--- src/rtl/can_dma_sched.sv ---
// can_dma_sched: serialises the CAN TX fetch and RX store jobs onto one DMA
// port. Each job is three single-word transactions; one transaction is in
// flight at a time, the two paths are round-robin arbitrated and a stuck
// transaction is aborted after TIMEOUT_CYCLES.
module can_dma_sched #(
    parameter int                    DATA_WIDTH        = 32,
    parameter int                    ADDR_WIDTH        = 20,
    parameter logic [ADDR_WIDTH-1:0] ADDR_SETTING_SEND = 20'hA0001,
    parameter logic [ADDR_WIDTH-1:0] ADDR_DATA_SEND_1  = 20'hA0002,
    parameter logic [ADDR_WIDTH-1:0] ADDR_DATA_SEND_2  = 20'hA0003,
    parameter logic [ADDR_WIDTH-1:0] ADDR_SETTING_RECV = 20'hB0001,
    parameter logic [ADDR_WIDTH-1:0] ADDR_DATA_RECV_1  = 20'hB0002,
    parameter logic [ADDR_WIDTH-1:0] ADDR_DATA_RECV_2  = 20'hB0003,
    parameter int                    TIMEOUT_CYCLES    = 1024
) (
    input  logic                    clk_i,
    input  logic                    rst_i,
    input  logic                    tx_send_i,
    input  logic                    tx_busy_i,
    output logic                    tx_pending_o,
    output logic [DATA_WIDTH-1:0]   tx_setting_o,
    output logic [2*DATA_WIDTH-1:0] tx_data_o,
    input  logic                    rx_frame_ready_i,
    input  logic [DATA_WIDTH-1:0]   rx_setting_i,
    input  logic [2*DATA_WIDTH-1:0] rx_data_i,
    output logic                    rx_overrun_o,
    output logic                    dma_error_o,
    input  logic [DATA_WIDTH-1:0]   data_rd,
    output logic [ADDR_WIDTH-1:0]   addr_rd,
    output logic                    rd_en,
    input  logic                    rd_done,
    input  logic                    rd_busy,
    output logic [DATA_WIDTH-1:0]   data_wr,
    output logic [ADDR_WIDTH-1:0]   addr_wr,
    output logic                    wr_en,
    input  logic                    wr_done,
    input  logic                    wr_busy
);

    localparam int            CW       = $clog2(TIMEOUT_CYCLES);
    localparam logic [CW-1:0] TMO_LAST = CW'(TIMEOUT_CYCLES - 1);

    typedef enum logic [1:0] {S_IDLE, S_ARB, S_ISSUE, S_WAIT} state_t;

    typedef struct packed {
        logic [DATA_WIDTH-1:0]   setting;
        logic [2*DATA_WIDTH-1:0] data;
    } rx_frame_t;

    state_t          state;
    logic            grant_rx;   // path owning the current job (1 = RX)
    logic            last_rx;    // path granted most recently
    logic [1:0]      word_idx;
    logic [CW-1:0]   tmo_cnt;
    logic            tx_req;
    logic            rx_full;
    rx_frame_t       rx_buf;

    logic                  cur_done, cur_busy, done_ok, tmo_hit, job_end;
    logic [ADDR_WIDTH-1:0] tx_addr, rx_addr;
    logic [DATA_WIDTH-1:0] rx_word;

    assign cur_done = grant_rx ? wr_done : rd_done;
    assign cur_busy = grant_rx ? wr_busy : rd_busy;
    // A done coinciding with our own strobe belongs to nothing we issued.
    assign done_ok  = (state == S_WAIT) && cur_done && !rd_en && !wr_en;
    assign tmo_hit  = (state == S_WAIT) && !done_ok && (tmo_cnt == TMO_LAST);
    assign job_end  = (done_ok && (word_idx == 2'd2)) || tmo_hit;

    // Address / write-data selection for the current word of the job.
    always_comb begin
        tx_addr = ADDR_SETTING_SEND;
        rx_addr = ADDR_SETTING_RECV;
        rx_word = rx_buf.setting;
        case (word_idx)
            2'd1: begin
                tx_addr = ADDR_DATA_SEND_1;
                rx_addr = ADDR_DATA_RECV_1;
                rx_word = rx_buf.data[2*DATA_WIDTH-1:DATA_WIDTH];
            end
            2'd2: begin
                tx_addr = ADDR_DATA_SEND_2;
                rx_addr = ADDR_DATA_RECV_2;
                rx_word = rx_buf.data[DATA_WIDTH-1:0];
            end
            default: ;
        endcase
    end

    // Request side: TX request latch and the one-deep RX frame buffer.
    always_ff @(posedge clk_i or posedge rst_i) begin
        if (rst_i) begin
            tx_req       <= 1'b0;
            rx_full      <= 1'b0;
            rx_buf       <= '0;
            rx_overrun_o <= 1'b0;
        end else begin
            rx_overrun_o <= 1'b0;
            if (job_end && !grant_rx)
                tx_req <= 1'b0;
            else if (tx_send_i && !tx_req && !tx_pending_o)
                tx_req <= 1'b1;
            if (rx_frame_ready_i) begin
                if (rx_full) begin
                    rx_overrun_o <= 1'b1;
                end else begin
                    rx_buf  <= '{setting: rx_setting_i, data: rx_data_i};
                    rx_full <= 1'b1;
                end
            end
            if (job_end && grant_rx)
                rx_full <= 1'b0;
        end
    end

    // Job sequencer: arbitrate, issue, wait for done or timeout.
    always_ff @(posedge clk_i or posedge rst_i) begin
        if (rst_i) begin
            state        <= S_IDLE;
            grant_rx     <= 1'b0;
            last_rx      <= 1'b1;
            word_idx     <= 2'd0;
            tmo_cnt      <= '0;
            tx_pending_o <= 1'b0;
            tx_setting_o <= '0;
            tx_data_o    <= '0;
            dma_error_o  <= 1'b0;
            addr_rd      <= '0;
            rd_en        <= 1'b0;
            addr_wr      <= '0;
            data_wr      <= '0;
            wr_en        <= 1'b0;
        end else begin
            rd_en       <= 1'b0;
            wr_en       <= 1'b0;
            dma_error_o <= 1'b0;
            if (tx_pending_o && tx_busy_i)
                tx_pending_o <= 1'b0;
            case (state)
                S_IDLE: begin
                    if (tx_req || rx_full)
                        state <= S_ARB;
                end
                S_ARB: begin
                    if (tx_req || rx_full) begin
                        // On a tie, the path not served last time wins.
                        grant_rx <= (tx_req && rx_full) ? !last_rx : rx_full;
                        last_rx  <= (tx_req && rx_full) ? !last_rx : rx_full;
                        word_idx <= 2'd0;
                        state    <= S_ISSUE;
                    end else begin
                        state <= S_IDLE;
                    end
                end
                S_ISSUE: begin
                    if (!cur_busy) begin
                        tmo_cnt <= '0;
                        if (grant_rx) begin
                            addr_wr <= rx_addr;
                            data_wr <= rx_word;
                            wr_en   <= 1'b1;
                        end else begin
                            addr_rd <= tx_addr;
                            rd_en   <= 1'b1;
                        end
                        state <= S_WAIT;
                    end
                end
                S_WAIT: begin
                    if (done_ok) begin
                        if (!grant_rx) begin
                            case (word_idx)
                                2'd0:    tx_setting_o                         <= data_rd;
                                2'd1:    tx_data_o[2*DATA_WIDTH-1:DATA_WIDTH] <= data_rd;
                                default: tx_data_o[DATA_WIDTH-1:0]            <= data_rd;
                            endcase
                        end
                        if (word_idx == 2'd2) begin
                            if (!grant_rx)
                                tx_pending_o <= 1'b1;
                            state <= S_IDLE;
                        end else begin
                            word_idx <= word_idx + 2'd1;
                            state    <= S_ISSUE;
                        end
                    end else if (tmo_hit) begin
                        dma_error_o <= 1'b1;
                        state       <= S_IDLE;
                    end else begin
                        tmo_cnt <= tmo_cnt + 1'b1;
                    end
                end
                default: state <= S_IDLE;
            endcase
        end
    end

endmodule
--- config.mk ---
export PLATFORM = sky130hd
export DESIGN_NAME = can_dma_sched
export DESIGN_NICKNAME = d
export VERILOG_FILES = /design/src/rtl/can_dma_sched.sv
export SDC_FILE = /design/constraint.sdc
export NUM_CORES = 1
export LEC_CHECK = 0
export ABC_AREA = 1
export BUFFER_PORTS_ARGS = -buffer_cell sky130_fd_sc_hd__buf_2
export CAP_MARGIN = 20
export CORE_MARGIN = 10
export CORE_UTILIZATION = 56
export DETAILED_ROUTE_END_ITERATION = 10
export GPL_TIMING_DRIVEN = 0
export PLACE_DENSITY_LB_ADDON = 0.05
export SETUP_SLACK_MARGIN = 0.05
export SLEW_MARGIN = 5
export SYNTH_ARGS = -nofsm -noshare
export SYNTH_HDL_FRONTEND = slang
export SYNTH_SLANG_ARGS = --single-unit
--- constraint.sdc ---
create_clock -name clk_i -period 13.7 [get_ports clk_i]
set_clock_uncertainty 0.15 [all_clocks]
set_input_delay 1.37 -clock clk_i [delete_from_list [all_inputs] [get_ports clk_i]]
set_output_delay 1.37 -clock clk_i [all_outputs]
set_load 0.02 [all_outputs]
==> flow_summary.yaml <==
grt:
  grt_first_pass_wirelength_um: 47470
  grt_pass1_vias: 8838
  antenna_found_initial: 11
  grt_usage_pct: 23.00
  grt_overflow: 0
  grt_max_degree: 94
timing:
  setup_tns_ps: 0
  rsz0062_at_grt: "no"
  setup_viol: 0
  maxSlewHeadroom_pct: 57.56
  fmax_mhz: 367.4
  min_period_over_period_pct: 19.87
  timing_worst_slew_pin_value_ps: 636.6
  finalHoldViolCount: 0
  holdWs_ps: 318.3
  slew_violations: 0
  fin_crit_ps: 2722
floorplan:
  io_pins: 310
  fp-row-count: 50
  chipHeight_um: 159.3
  die_width_um: 159.3
  coreArea_mm2: 0.01889
  start_util_pct: 57.54
  die_area_mm2: 0.02539
power_and_ir_drop:
  vdd_drop_max_mv: 0.1671
  power_density_mw_per_mm2: 219.7
  internal_power_mw: 1.883
  leakage_nw: 7.158
  clkPwrFrac_pct: 24.6
  p_seq_share_pct: 40.2
  swShare_pct: 37.37
  combinationalPowerShare_pct: 35.2
  p_switching_mw: 1.124
clock_network:
  post_cts_buffers: 0
  cts-htree-levels: 1
  worstSkewPairLatency_ps: 530
  ctsRootBufferMaster: "clkbuf_16"
  path_clk_slew_ps: 60
  cts.hold.buffers_added: 0
  clockBufferDepth: 3
  tritoncts: "done"
  clkSinkCount: 253
  ctsResizeCount: 0
  cts_buffers: 27
worst_hold_path:
  holdPathEnd: "last_rx"
  min_from: "last_rx"
  whs_path_depth: 2
  min_path_type: "reg -> reg"
setup_path:
  r2r_setup_slack_ps: 11350
  critical_path_depth: 2
  crit_path_end_kind: "output port"
  slowest_stage: "dfrtp_1"
  cpPeakStageDelay_ps: 390
  r2r_start: "word_idx[0]"
  cp.required_ps: 12180
  path_buf_inv: 2
  cp.arrival_ps: 1200
  reg2reg_to: "data_wr[31]"
  crit_chain: "buf_4, buf_2"
  path_class: "reg -> out"
  reg2regPathDepth: 9
  crit_family: "flip-flops"
  timing.critical_path.fanout_max: 4
  start_kind: "flop"
layout:
  layout_common_cells: "buf_2, dfrtp_1, nand2_1"
  instances_no_fill: 1660
  area_delta_synth_final_pct: 25.84
  layout_commonest_cell: "buf_2"
  fin_util_pct: 72.41
  drive_gt1_share_pct: 39.43
  nets: 1516
drt:
  totalWireLength_um: 30260
  vias_per_cell: 5.113
  post_drt_wl_per_cell_um: 18.23
  drcViolationCount: 0
  firstDrtPassIters: 5
  vias: 8488
  ant_nets: 0
  drt-initial-drc-count: 533
yosys:
  yosysSeqAreaShare_pct: 58.25
  synth-seq-cells: 253
  synth_cells: 1035
  syn_avg_cell_area_um2: 10.50
  synthDistinctLibCells: 36
  syn_area_mm2: 0.01087
  yosysWarnings: 0
placement:
  dpl.cell_count: 1605
  gp_congestion: 0.8739
  dp.final_hpwl_um: 22090
  io_buffers: 278
run_status:
  status: "completed"
job:
  max-cap-violations: 0
[cell type report]
type / instances / area [µm²]
well taps: 260 / 325.3
fillers: 1494 / 5213
clock buffers: 36 / 749.5
flip-flops and latches: 253 / 6332
repair buffers: 280 / 1446
clock inverters: 14 / 155.1
plain buffers: 84 / 563.0
diodes: 5 / 12.51
inverters: 73 / 286.5
multi-input cells: 655 / 3810
[synth_stat cells, drive strengths merged]
cell type / n / area [µm²]
o21a: 2 / 15.01
a21o: 1 / 7.510
ha: 5 / 62.56
mux2: 88 / 991.0
or2: 2 / 12.51
nand3: 22 / 135.1
nor3: 2 / 10.01
xnor2: 1 / 8.760
o21ai: 135 / 870.8
a21oi: 76 / 384.1
inv: 72 / 275.3
nand2: 245 / 957.2
clkbuf: 19 / 71.32
clkinv: 1 / 3.750
nor3b: 1 / 7.510
o211ai: 1 / 7.510
nor2: 33 / 156.4
dfstp: 1 / 26.28
conb: 1 / 3.750
buf: 65 / 491.7
o21bai: 2 / 15.01
o22ai: 7 / 43.79
dfrtp: 252 / 6306
xor2: 1 / 8.760
[routing by layer]
layer / track usage, % / wire length [µm]
met5: 0 / 87
met4: 7.456 / 833
met3: 7.307 / 2462
met2: 37.81 / 14850
met1: 28.23 / 12030
[registers in the layout, summed over array words and instances, names as in the netlist, 2 cells and up]
signal        count
rx_buf           96
state             2
tmo_cnt          10
data_wr          32
tx_data_o        64
tx_setting_o     32
word_idx          2
addr_rd           3
addr_wr           3
[per-stage QoR]
| stage | power (mW) | worst slack [ps] | cell area [µm²] |
|---|---|---|---|
| 4_1_cts | 3.025 | 10960 | 13670 |
| 3_3_place_gp | 2.241 | 2418 | 12700 |
| 5_1_grt | 3.183 | 10930 | 13680 |
| 6_report | 3.006 | 10980 | 13680 |
| 2_1_floorplan | 1.904 | 5225 | 10980 |
| 3_5_place_dp | 2.280 | 10670 | 12760 |
[power by group through the flow]
stage	logic, mW	clock network (mW)	registers, mW
floorplan	0.519	0	1.39
global placement	1.04	0	1.20
detailed placement	1.07	0	1.21
CTS	1.07	0.747	1.21
global route	1.16	0.781	1.24
finish	1.06	0.738	1.21
[cell families (layout without fill, tap and decap cells)]
group                    after synthesis  after routing  share of synthesized area [%]
AO/OA/AOI/OAI                        224            224                          12.36
XOR/XNOR                               2              2                         0.1612
adder cells (fa/ha/maj)                5              5                         0.5754
buffers and inverters                157            487                          7.745
flip-flops                           253            253                          58.25
multiplexers                          88             88                          9.115
other                                  1             36                        0.03449
AND/OR/NAND/NOR                      305            305                          11.76
[how the worst max path moves through the flow]
| stage | startpoint | end | slack, ps |
|---|---|---|---|
| CTS | addr_wr[17] | addr_wr[17] | 10960 |
| floorplan | rst_i | addr_rd[0] | 5220 |
| global route | addr_wr[17] | addr_wr[19] | 10930 |
| global placement | rst_i | rx_buf[45] | 2420 |
| finish | addr_wr[17] | addr_wr[17] | 10980 |
| detailed placement | rx_frame_ready_i | rx_buf[91] | 10670 |
[tightest hold or removal path, cell delays in order, from the launching register on]
cell     delay, ps
dfstp_2        370
nand2_1         50
nand2_1         40
Power figures use the tool's default switching activity.
